**src/rtl/main_control_fsm_pkg.sv**
```systemverilog
// Shared encodings for the multi-cycle MIPS main control FSM and the ALU decoder.
// Opcodes, ALUOp codes, datapath mux selects and the controller state enumeration.
package main_control_fsm_pkg;

  localparam logic [5:0] OP_RTYPE = 6'b000000;
  localparam logic [5:0] OP_J     = 6'b000010;
  localparam logic [5:0] OP_BEQ   = 6'b000100;
  localparam logic [5:0] OP_ADDI  = 6'b001000;
  localparam logic [5:0] OP_LW    = 6'b100011;
  localparam logic [5:0] OP_SW    = 6'b101011;

  localparam logic [1:0] ALUOP_ADD   = 2'b00;
  localparam logic [1:0] ALUOP_SUB   = 2'b01;
  localparam logic [1:0] ALUOP_FUNCT = 2'b10;

  localparam logic [1:0] SRCB_REG   = 2'b00;
  localparam logic [1:0] SRCB_FOUR  = 2'b01;
  localparam logic [1:0] SRCB_IMM   = 2'b10;
  localparam logic [1:0] SRCB_IMMSH = 2'b11;

  localparam logic [1:0] PCSRC_ALURES = 2'b00;
  localparam logic [1:0] PCSRC_ALUOUT = 2'b01;
  localparam logic [1:0] PCSRC_JUMP   = 2'b10;

  // HALT is only reachable when the illegal-opcode trap is built in.
  typedef enum logic [3:0] {
    FETCH   = 4'd0,
    DECODE  = 4'd1,
    MEMADR  = 4'd2,
    MEMRD   = 4'd3,
    MEMWB   = 4'd4,
    MEMWR   = 4'd5,
    EXECUTE = 4'd6,
    ALUWB   = 4'd7,
    BRANCH  = 4'd8,
    ADDIEX  = 4'd9,
    ADDIWB  = 4'd10,
    JUMP    = 4'd11,
    HALT    = 4'd12
  } state_e;

endpackage

```
**src/rtl/main_control_fsm.sv**
```systemverilog
// Multi-cycle MIPS main control: Moore FSM, outputs decoded from state (+MemReady), forced 0 in reset.
// Memory states stall on MemReady=0; MAIN_CTRL_ILLEGAL_TRAP_EN adds sticky IllegalOp and a HALT state.
module main_control_fsm
  import main_control_fsm_pkg::*;
#(
  parameter int STATE_W = 4
) (
  input  logic       Clk,
  input  logic       Reset_n,
  input  logic [5:0] Opcode,
  input  logic       MemReady,
  output logic       IorD,
  output logic       MemWrite,
  output logic       IRWrite,
  output logic       RegDst,
  output logic       MemtoReg,
  output logic       RegWrite,
  output logic       ALUSrcA,
  output logic [1:0] ALUSrcB,
  output logic [1:0] ALUOp,
  output logic [1:0] PCSrc,
  output logic       PCWrite,
  output logic       Branch
`ifdef MAIN_CTRL_ILLEGAL_TRAP_EN
  ,
  output logic       IllegalOp
`endif
);

  logic [STATE_W-1:0] state_q, state_d;

  always_ff @(posedge Clk or negedge Reset_n) begin
    if (!Reset_n) state_q <= FETCH;
    else          state_q <= state_d;
  end

  always_comb begin
    state_d = FETCH;
    case (state_q)
      FETCH:   state_d = MemReady ? DECODE : FETCH;
      DECODE: begin
        case (Opcode)
          OP_LW, OP_SW: state_d = MEMADR;
          OP_RTYPE:     state_d = EXECUTE;
          OP_BEQ:       state_d = BRANCH;
          OP_ADDI:      state_d = ADDIEX;
          OP_J:         state_d = JUMP;
`ifdef MAIN_CTRL_ILLEGAL_TRAP_EN
          default:      state_d = HALT;
`else
          default:      state_d = FETCH;
`endif
        endcase
      end
      MEMADR:  state_d = (Opcode == OP_LW) ? MEMRD : MEMWR;
      MEMRD:   state_d = MemReady ? MEMWB : MEMRD;
      MEMWB:   state_d = FETCH;
      MEMWR:   state_d = MemReady ? FETCH : MEMWR;
      EXECUTE: state_d = ALUWB;
      ALUWB:   state_d = FETCH;
      BRANCH:  state_d = FETCH;
      ADDIEX:  state_d = ADDIWB;
      ADDIWB:  state_d = FETCH;
      JUMP:    state_d = FETCH;
`ifdef MAIN_CTRL_ILLEGAL_TRAP_EN
      HALT:    state_d = HALT;
`endif
      default: state_d = FETCH;
    endcase
  end

`ifdef MAIN_CTRL_ILLEGAL_TRAP_EN
  logic illegal_q;

  always_ff @(posedge Clk or negedge Reset_n) begin
    if (!Reset_n)                                      illegal_q <= 1'b0;
    else if ((state_q == DECODE) && (state_d == HALT)) illegal_q <= 1'b1;
  end

  assign IllegalOp = illegal_q;
`endif

  // Reset_n gates the decode directly so strobes drop asynchronously with reset.
  always_comb begin
    IorD     = 1'b0;
    MemWrite = 1'b0;
    IRWrite  = 1'b0;
    RegDst   = 1'b0;
    MemtoReg = 1'b0;
    RegWrite = 1'b0;
    ALUSrcA  = 1'b0;
    ALUSrcB  = SRCB_REG;
    ALUOp    = ALUOP_ADD;
    PCSrc    = PCSRC_ALURES;
    PCWrite  = 1'b0;
    Branch   = 1'b0;
    if (Reset_n) begin
      case (state_q)
        FETCH: begin
          ALUSrcB = SRCB_FOUR;
          IRWrite = MemReady;
          PCWrite = MemReady;
        end
        DECODE: ALUSrcB = SRCB_IMMSH;
        MEMADR: begin
          ALUSrcA = 1'b1;
          ALUSrcB = SRCB_IMM;
        end
        MEMRD:  IorD = 1'b1;
        MEMWB: begin
          MemtoReg = 1'b1;
          RegWrite = 1'b1;
        end
        MEMWR: begin
          IorD     = 1'b1;
          MemWrite = 1'b1;
        end
        EXECUTE: begin
          ALUSrcA = 1'b1;
          ALUOp   = ALUOP_FUNCT;
        end
        ALUWB: begin
          RegDst   = 1'b1;
          RegWrite = 1'b1;
        end
        BRANCH: begin
          ALUSrcA = 1'b1;
          ALUOp   = ALUOP_SUB;
          PCSrc   = PCSRC_ALUOUT;
          Branch  = 1'b1;
        end
        ADDIEX: begin
          ALUSrcA = 1'b1;
          ALUSrcB = SRCB_IMM;
        end
        ADDIWB: RegWrite = 1'b1;
        JUMP: begin
          PCSrc   = PCSRC_JUMP;
          PCWrite = 1'b1;
        end
        default: ;
      endcase
    end
  end

endmodule

```
**config.mk**
```make
export PLATFORM = sky130hd
export DESIGN_NAME = main_control_fsm
export DESIGN_NICKNAME = d
export VERILOG_FILES = /design/src/rtl/main_control_fsm_pkg.sv /design/src/rtl/main_control_fsm.sv
export SDC_FILE = /design/constraint.sdc
export NUM_CORES = 1
export LEC_CHECK = 0
export ABC_AREA = 0
export CORE_AREA = 2 2 39 41
export CTS_BUF_LIST = sky130_fd_sc_hd__clkbuf_8
export CTS_CLUSTER_SIZE = 14
export DETAILED_ROUTE_END_ITERATION = 8
export DIE_AREA = 0 0 41 43
export GPL_TIMING_DRIVEN = 0
export PLACE_DENSITY = 0.77
export REMOVE_ABC_BUFFERS = 1
export SETUP_SLACK_MARGIN = 0.15
export SYNTH_ARGS = -nofsm -noshare
export SYNTH_HDL_FRONTEND = slang
export SYNTH_SLANG_ARGS = --single-unit
```
**constraint.sdc**
```tcl
create_clock -name Clk -period 2.8 [get_ports Clk]
set_clock_uncertainty 0.1 [all_clocks]
set_input_delay 0.56 -clock Clk [delete_from_list [all_inputs] [get_ports Clk]]
set_output_delay 0.56 -clock Clk [all_outputs]
set_load 0.01 [all_outputs]
```
==> results.cfg, run 1 <==
[synthesis]
synth_top_family_by_area = simple AND/OR/NAND/NOR gates
synth_seq_cells = 4
syn_avg_cell_area_um2 = 7.401
synthAdderAreaFrac_pct = 0
synth_cell_type_count = 35
synth_xor_area_share_pct = 3.333
synth-main-ff-cell = dfrtp_1
yosys.area.top_type = dfrtp_1
ys_warn_count = 0
synth-simple-area-share_pct = 56.90
synth_cells = 71
async_reset_ff_share_pct = 100.0
synthMuxAreaShare_pct = 0
synth-seq-area-share_pct = 19.05
syn_area_um2 = 525.5
ys_top_cells_by_area = dfrtp_1, nor2_1, nand2b_1, nor2b_1, nor4b_4
synth_compound_area_share_pct = 15.95
synth-edff-count = 0
netlist.area_leader.share_pct = 19.05

[sta]
hold_violations = 0
setup_viol = 0
layout_worst_path_cycle_share_pct = 88.96
rsz0062_at_grt = no
fmax_ghz = 0.4015
min_period_ns = 2.491
drv_slew = 0
fin_ws_ns = 0.3091
hold-worst-slack_ns = 0.06717
tightest_slew_ns = 0.3734
max_slew_margin_pct = 74.92

[cts]
clkTransAtPathRegs_ns = 0.03
hold_buffers = 0
clk_latency_ns = 0.21
cts_max_level = 1
clockBufferDepth = 2
cts-root-buf = clkbuf_8
cts_sinks = 4
cts_tree = built
cts_setup_buffers = 0
numCtsBuffers = 3

[setup_path]
reg2reg_depth = 3
crit_path_start_kind = input port
crit_end = Branch
endpoint_kind = primary output
cp.required_ns = 2.14
path_class = input port to primary output
worstReg2RegStart = state_q[2]$_DFF_PN0_
path_max_fanout = 12
r2r_slack_ns = 1.38
critPathLaunch = Reset_n
r2r-end = state_q[2]$_DFF_PN0_
arrival_ns = 1.83

[final_layout]
final_common_cell = clkdlybuf4s50_1
diodes = 0
largest_reg_flops = 4
fin_util_pct = 57.23
nFillCells = 143
layout.cells.most_common_list = clkdlybuf4s50_1, nor2_1, nand2b_1
top_regs = state_q (4)
fin_area_um2 = 792.0
area_delta_synth_final_pct = 50.71
multi_input_area_um2 = 400.4
final_nets = 103
drive_gt1_share_pct = 11.96
regMostFlops = state_q
seq_area_um2 = 105.1

[grt]
grt_pass1_wl_um = 2083
grt_pass1_vias = 495
grt.overflow.total = 0
antenna_found_initial = 0
grtUsageTotal_pct = 17.02
grt_max_degree = 16

[floorplan]
core_area_um2 = 1384
die_w_um = 41
num_rows = 14
die_h_um = 43
dieArea_um2 = 1763
ios = 24
start_util_pct = 37.97

[detailed_routing]
top_layer_used = met3
wl_met3_um = 65
drt_iter0_markers = 4
drc_errors = 0
drt-pass1-iter-count = 2
via_per_inst = 5.398
wirelength_um = 1287
routed-via-count = 583
wl_met2_um = 649
postRouteAntennaNets = 0
wl_met1_um = 572
wire_per_inst_um = 11.92

[placement]
dp_slack_ns = -0.5390
port_buffers = 23
gp_congestion = 0.7345
dpl.hpwl_um = 997
placed_area_um2 = 750.7

[power]
p_int_uw = 219.6
p_switching_uw = 92.20
ir_drop_mv = 0.3591
pwr-share-seq_pct = 28.1
switching_share_pct = 29.57
combPwrFrac_pct = 34.8
p_leak_uw = 0.0002852
power.total_uw = 311.8
clockPowerShare_pct = 37.1
p_per_area_nw_per_um2 = 393.7

[flow_run]
max_cap_violations = 0

[worst_hold_path]
hold_path.class = input port to async pin

[outcome]
outcome = finished, final reports clean
-- repair_timing --
item / in CTS / in global routing
cloned: 0 / 0
setup endpoints to repair: 15 / 2
gates resized for setup: 10 / 2
pin swaps: 0 / 0
-- critical path, cell delays in order --
cell and delay (ns):
buf_4 0.15, or3b_4 0.43, nor2_1 0.13, clkdlybuf4s50_1 0.55
-- cell type report --
cell class	instances	share of cell area (%)
multi-input cells	62	50.55
repair buffers	23	28.44
flip-flops and latches	4	13.27
clock buffers	3	5.213
well taps	16	2.528
-- cell families (layout without fill, tap and decap cells) --
logic type                after synthesis  in the layout
xor gates and xnor gates                2              2
DFF                                     4              4
buffers and inverters                   5             26
AOI/OAI and AO/OA                      12             12
and+or+nand+nor                        48             48
-- synth_stat cells (all sizes together) (2+ instances only) --
master   count
nor2        13
nand2b       6
dfrtp        4
nor2b        4
nor3         4
buf          3
nand3        3
and2         2
clkbuf       2
nand2        2
nand4        2
nor3b        2
nor4b        2
o2111ai      2
o21ai        2
-- layer usage --
| layer | vias to the layer above | global-route usage [%] |
|---|---|---|
| met4 | 0 | 2.000 |
| met1 | 266 | 23.38 |
| met3 | 0 | 6.283 |
| li1 | 300 | - |
| met2 | 17 | 25.62 |
| met5 | - | 0 |
-- how the worst min path moves through the flow --
stage / endpoint / slack [ns] / cells after the start
after floorplan: state_q[0]$_DFF_PN0_ / 0.16 / 0
after global placement: state_q[0]$_DFF_PN0_ / 0.66 / 1
after detailed placement: state_q[0]$_DFF_PN0_ / 0.68 / 1
after CTS: state_q[2]$_DFF_PN0_ / 0.06 / 1
after global routing: state_q[1]$_DFF_PN0_ / 0.07 / 1
final: state_q[1]$_DFF_PN0_ / 0.07 / 1
-- per-stage QoR --
step | setup TNS (ns) | instances
floorplan | 0 | 66
global placement | -2.045 | 105
detailed placement | -2.139 | 105
CTS | 0 | 108
global route | 0 | 108
finish | 0 | 108
-- power groups by stage --
stage	clock network, µW	logic (µW)	registers [µW]
final	116	108	87.6
after global routing	126	118	90.7
after CTS	120	109	87.4
after detailed placement	0	111	86.7
after global placement	0	109	85.9
after floorplan	0	66.9	80.4
Power figures use the tool's default switching activity.
==> run 2, diff against run 1 <==
- SETUP_SLACK_MARGIN: 0.15 -> 0.1
==> results.cfg, run 2 (same netlist as run 1, synthesis figures left out) <==
[outcome]
outcome = finished, final reports clean

[sta]
fmax_ghz = 0.3877
layout_worst_path_cycle_share_pct = 92.13
min_period_ns = 2.580
drv_slew = 0
tightest_slew_ns = 0.5146
max_slew_margin_pct = 65.70
setup_viol = 0
hold_violations = 0
hold-worst-slack_ns = 0.06719
rsz0062_at_grt = yes

[final_layout]
diodes = 0
top_regs = state_q (4)
fin_area_um2 = 794.5
regMostFlops = state_q
drive_gt1_share_pct = 10.87
final_common_cell = clkdlybuf4s50_1
largest_reg_flops = 4
layout.cells.most_common_list = clkdlybuf4s50_1, nor2_1, nand2b_1, nor3_1, nor2b_1
final_nets = 103
area_delta_synth_final_pct = 51.19

[setup_path]
endpoint_kind = primary output
path_class = flop to primary output
worstReg2RegStart = state_q[2]$_DFF_PN0_
arrival_ns = 1.92
crit_path_start_kind = flop
r2r_slack_ns = 1.22
reg2reg_depth = 3
r2r-end = state_q[2]$_DFF_PN0_
path_max_fanout = 15
cp.required_ns = 2.14

[floorplan]
die_w_um = 41
dieArea_um2 = 1763
num_rows = 14
start_util_pct = 37.97
ios = 24
core_area_um2 = 1384
die_h_um = 43

[grt]
grt_max_degree = 16
grt.overflow.total = 0
grt_pass1_vias = 495
antenna_found_initial = 0
grtUsageTotal_pct = 17.02
grt_pass1_wl_um = 2083

[placement]
gp_congestion = 0.7345
placed_area_um2 = 750.7
port_buffers = 23
dpl.hpwl_um = 997

[cts]
numCtsBuffers = 3
clockBufferDepth = 2
clk_latency_ns = 0.21
cts_tree = built
cts_max_level = 1
clkTransAtPathRegs_ns = 0.03
cts-root-buf = clkbuf_8
hold_buffers = 0
cts_sinks = 4

[detailed_routing]
wirelength_um = 1293
drt-pass1-iter-count = 2
drc_errors = 0
postRouteAntennaNets = 0
via_per_inst = 5.398
routed-via-count = 583
wire_per_inst_um = 11.97
drt_iter0_markers = 4

[power]
p_leak_uw = 0.0002988
p_per_area_nw_per_um2 = 393.0
ir_drop_mv = 0.3642

[flow_run]
max_cap_violations = 0

[worst_hold_path]
hold_path.class = input port to async pin
==> run 2: changes by cell type in the layout (fill, tap and decap cells not counted) <==
cell,before,now
dfrtp_2,4,3
dlymetal6s2s_1,0,1
dfrtp_1,0,1
dlygate4sd2_1,2,1
==> run 2: worst max path at each step <==
| stage | startpoint | endpoint | slack (ns) | cells past startpoint |
|---|---|---|---|---|
| after detailed placement | Reset_n | PCWrite | -0.54 | 5 |
| after global routing | state_q[2]$_DFF_PN0_ | ALUSrcA | 0.09 | 4 |
| final | state_q[2]$_DFF_PN0_ | ALUSrcA | 0.22 | 4 |
| after floorplan | Reset_n | PCWrite | 0.68 | 3 |
| after global placement | Reset_n | PCWrite | -0.52 | 5 |
| after CTS | Reset_n | IRWrite | 0.15 | 4 |
==> run 2: stage by stage <==
| step | setup TNS (ns) | instances | setup slack (ns) | power [µW] | utilization, % |
|---|---|---|---|---|---|
| 2_1_floorplan | 0 | 66 | 0.6809 | 147.3 | - |
| 5_1_grt | 0 | 108 | 0.09270 | 335.1 | 57.41 |
| 4_1_cts | 0 | 108 | 0.1476 | 317.3 | 57.14 |
| 3_3_place_gp | -2.045 | 105 | -0.5231 | 195.0 | 54.25 |
| 6_report | 0 | 108 | 0.2205 | 312.3 | 57.41 |
| 3_5_place_dp | -2.139 | 105 | -0.5390 | 197.8 | 54.25 |
==> run 2: area by class of cell <==
class / count / area [µm²]
Timing Repair Buffer: 23 / 229.0
Sequential cell: 4 / 103.9
Clock buffer: 3 / 41.29
Multi-Input combinational cell: 62 / 400.4
Tap cell: 16 / 20.02
Fill cell: 142 / 589.3
==> run 2: where the power goes <==
group	switching (µW)	total [µW]	leakage, µW	internal (µW)
logic	45.7	109	0.000228	63.6
clock network	24.6	116	0.0000216	91.2
registers	22.0	87.3	0.0000495	65.3
total	92.2	312	0.000299	220
==> run 2: what timing repair did <==
action,in CTS,in global routing
endpoints found under the setup margin,12,3
resized for setup,9,2
buffers inserted,0,0
gates cloned,0,0
==> run 2: worst max-delay path: stages, from the launching register on <==
cell and delay [ns]:
dfrtp_1 0.55, nand2b_1 0.32, o22ai_1 0.18, and2_1 0.14, clkdlybuf4s50_1 0.52
==> run 2: layer usage <==
layer  GRT usage [%]  part of all wire (%)
met5               0                     0
met4           2.000                     0
met3           6.283                   5.0
met2           25.62                    50
met1           23.38                    45
==> run 3, diff against run 2 <==
- CORE_AREA: 2 2 39 41 -> 3 3 40 42
- DIE_AREA: 0 0 41 43 -> 0 0 43 45
==> results.cfg, run 3 (same netlist as run 1, synthesis figures left out) <==
[outcome]
outcome = finished, final reports clean

[final_layout]
diodes = 0
final_common_cell = clkdlybuf4s50_1
final_nets = 104
layout.cells.most_common_list = clkdlybuf4s50_1, nor2_1, nand2b_1
top_regs = state_q (4)
fin_util_pct = 62.22
drive_gt1_share_pct = 12.90
largest_reg_flops = 4
area_delta_synth_final_pct = 52.14
regMostFlops = state_q

[floorplan]
core_area_um2 = 1285
die_h_um = 45
dieArea_um2 = 1935
start_util_pct = 40.90
ios = 24
die_w_um = 43
num_rows = 13

[power]
p_int_uw = 224.0
clockPowerShare_pct = 37.4
power.total_uw = 322.1
p_leak_uw = 0.0002859
pwr-share-seq_pct = 27.1
combPwrFrac_pct = 35.4
ir_drop_mv = 0.2356
p_switching_uw = 98.10
switching_share_pct = 30.46
p_per_area_nw_per_um2 = 402.8

[setup_path]
worstReg2RegStart = state_q[2]$_DFF_PN0_
crit_path_start_kind = input port
path_class = input port to primary output
endpoint_kind = primary output
critPathLaunch = Reset_n
arrival_ns = 1.97
cp.required_ns = 2.14
path_max_fanout = 12

[sta]
layout_worst_path_cycle_share_pct = 93.78
setup_tns_ns = 0
rsz0062_at_grt = no
hold_violations = 0
tightest_slew_ns = 0.3375
fin_ws_ns = 0.1740
max_slew_margin_pct = 77.29
fmax_ghz = 0.3808
min_period_ns = 2.626
setup_viol = 0
drv_slew = 0

[placement]
dpl.hpwl_um = 1001
dp_slack_ns = -0.5382
gp_congestion = 0.8086
port_buffers = 23

[grt]
grt_max_degree = 16
grtUsageTotal_pct = 15.19
grt.overflow.total = 0
grt_pass1_wl_um = 2249
grt_pass1_vias = 527
antenna_found_initial = 0

[cts]
numCtsBuffers = 3
cts_max_level = 1
cts_sinks = 4
clk_latency_ns = 0.22
clkTransAtPathRegs_ns = 0.03
cts-root-buf = clkbuf_8
cts_tree = built
clockBufferDepth = 2

[detailed_routing]
via_per_inst = 5.407
routed-via-count = 584
drt-pass1-iter-count = 4
drc_errors = 0
wire_per_inst_um = 12.35
postRouteAntennaNets = 0
drt_iter0_markers = 7
wirelength_um = 1334

[flow_run]
max_cap_violations = 0

[worst_hold_path]
hold_path.class = input port to async pin
## run 3: power by group through the flow
stage	clock, µW	combinational, µW	sequential [µW]
4_1_cts	124	115	86.4
2_1_floorplan	0	66.9	80.4
6_report	121	114	87.3
5_1_grt	128	124	89.6
3_3_place_gp	0	110	86.4
3_5_place_dp	0	112	86.1
## run 3: path summary, 6_finish.rpt
kind,to,slack (ns),cells after the start
min in group Clk,state_q[0]$_DFF_PN0_,0.54,1
worst max-delay path,IRWrite,0.17,4
max in group asynchronous,state_q[1]$_DFF_PN0_,2.39,1
worst max register to register,state_q[2]$_DFF_PN0_,1.43,3
worst min-delay path,state_q[0]$_DFF_PN0_,0.06,1
worst min register to register,state_q[0]$_DFF_PN0_,0.54,1
## run 3: layout make-up
type	instances	area, µm²
sequential	4	105.1
multi-input combinational	62	400.4
fill	129	485.5
timing repair buffer	24	234.0
tap	15	18.77
clock buffer	3	41.29
## run 3: critical path, stage by stage
cell and delay [ns]:
buf_4 0.15, or3b_4 0.42, nor4b_4 0.26, clkdlybuf4s50_1 0.58
## run 3: routing by layer
layer	up-vias	routed length (µm)	GRT usage [%]
met5	-	0	0
met4	0	0	5.422
met3	0	77	3.586
met2	20	624	26.35
met1	257	632	18.45
li1	307	-	-
## run 3: stage by stage
step	std cells	hold slack (ns)	instance area [µm²]
finish	108	0.05833	799.5
global route	108	0.06410	799.5
CTS	108	0.05878	797.0
detailed placement	104	0.6662	749.5
global placement	104	0.6677	749.5
floorplan	66	0.1644	500.5
## run 3: what timing repair did
action | in CTS | in global routing
endpoints found under the setup margin | 12 | 2
resized for setup | 9 | 2
hold buffers | 0 | 0
buffers inserted | 1 | 0
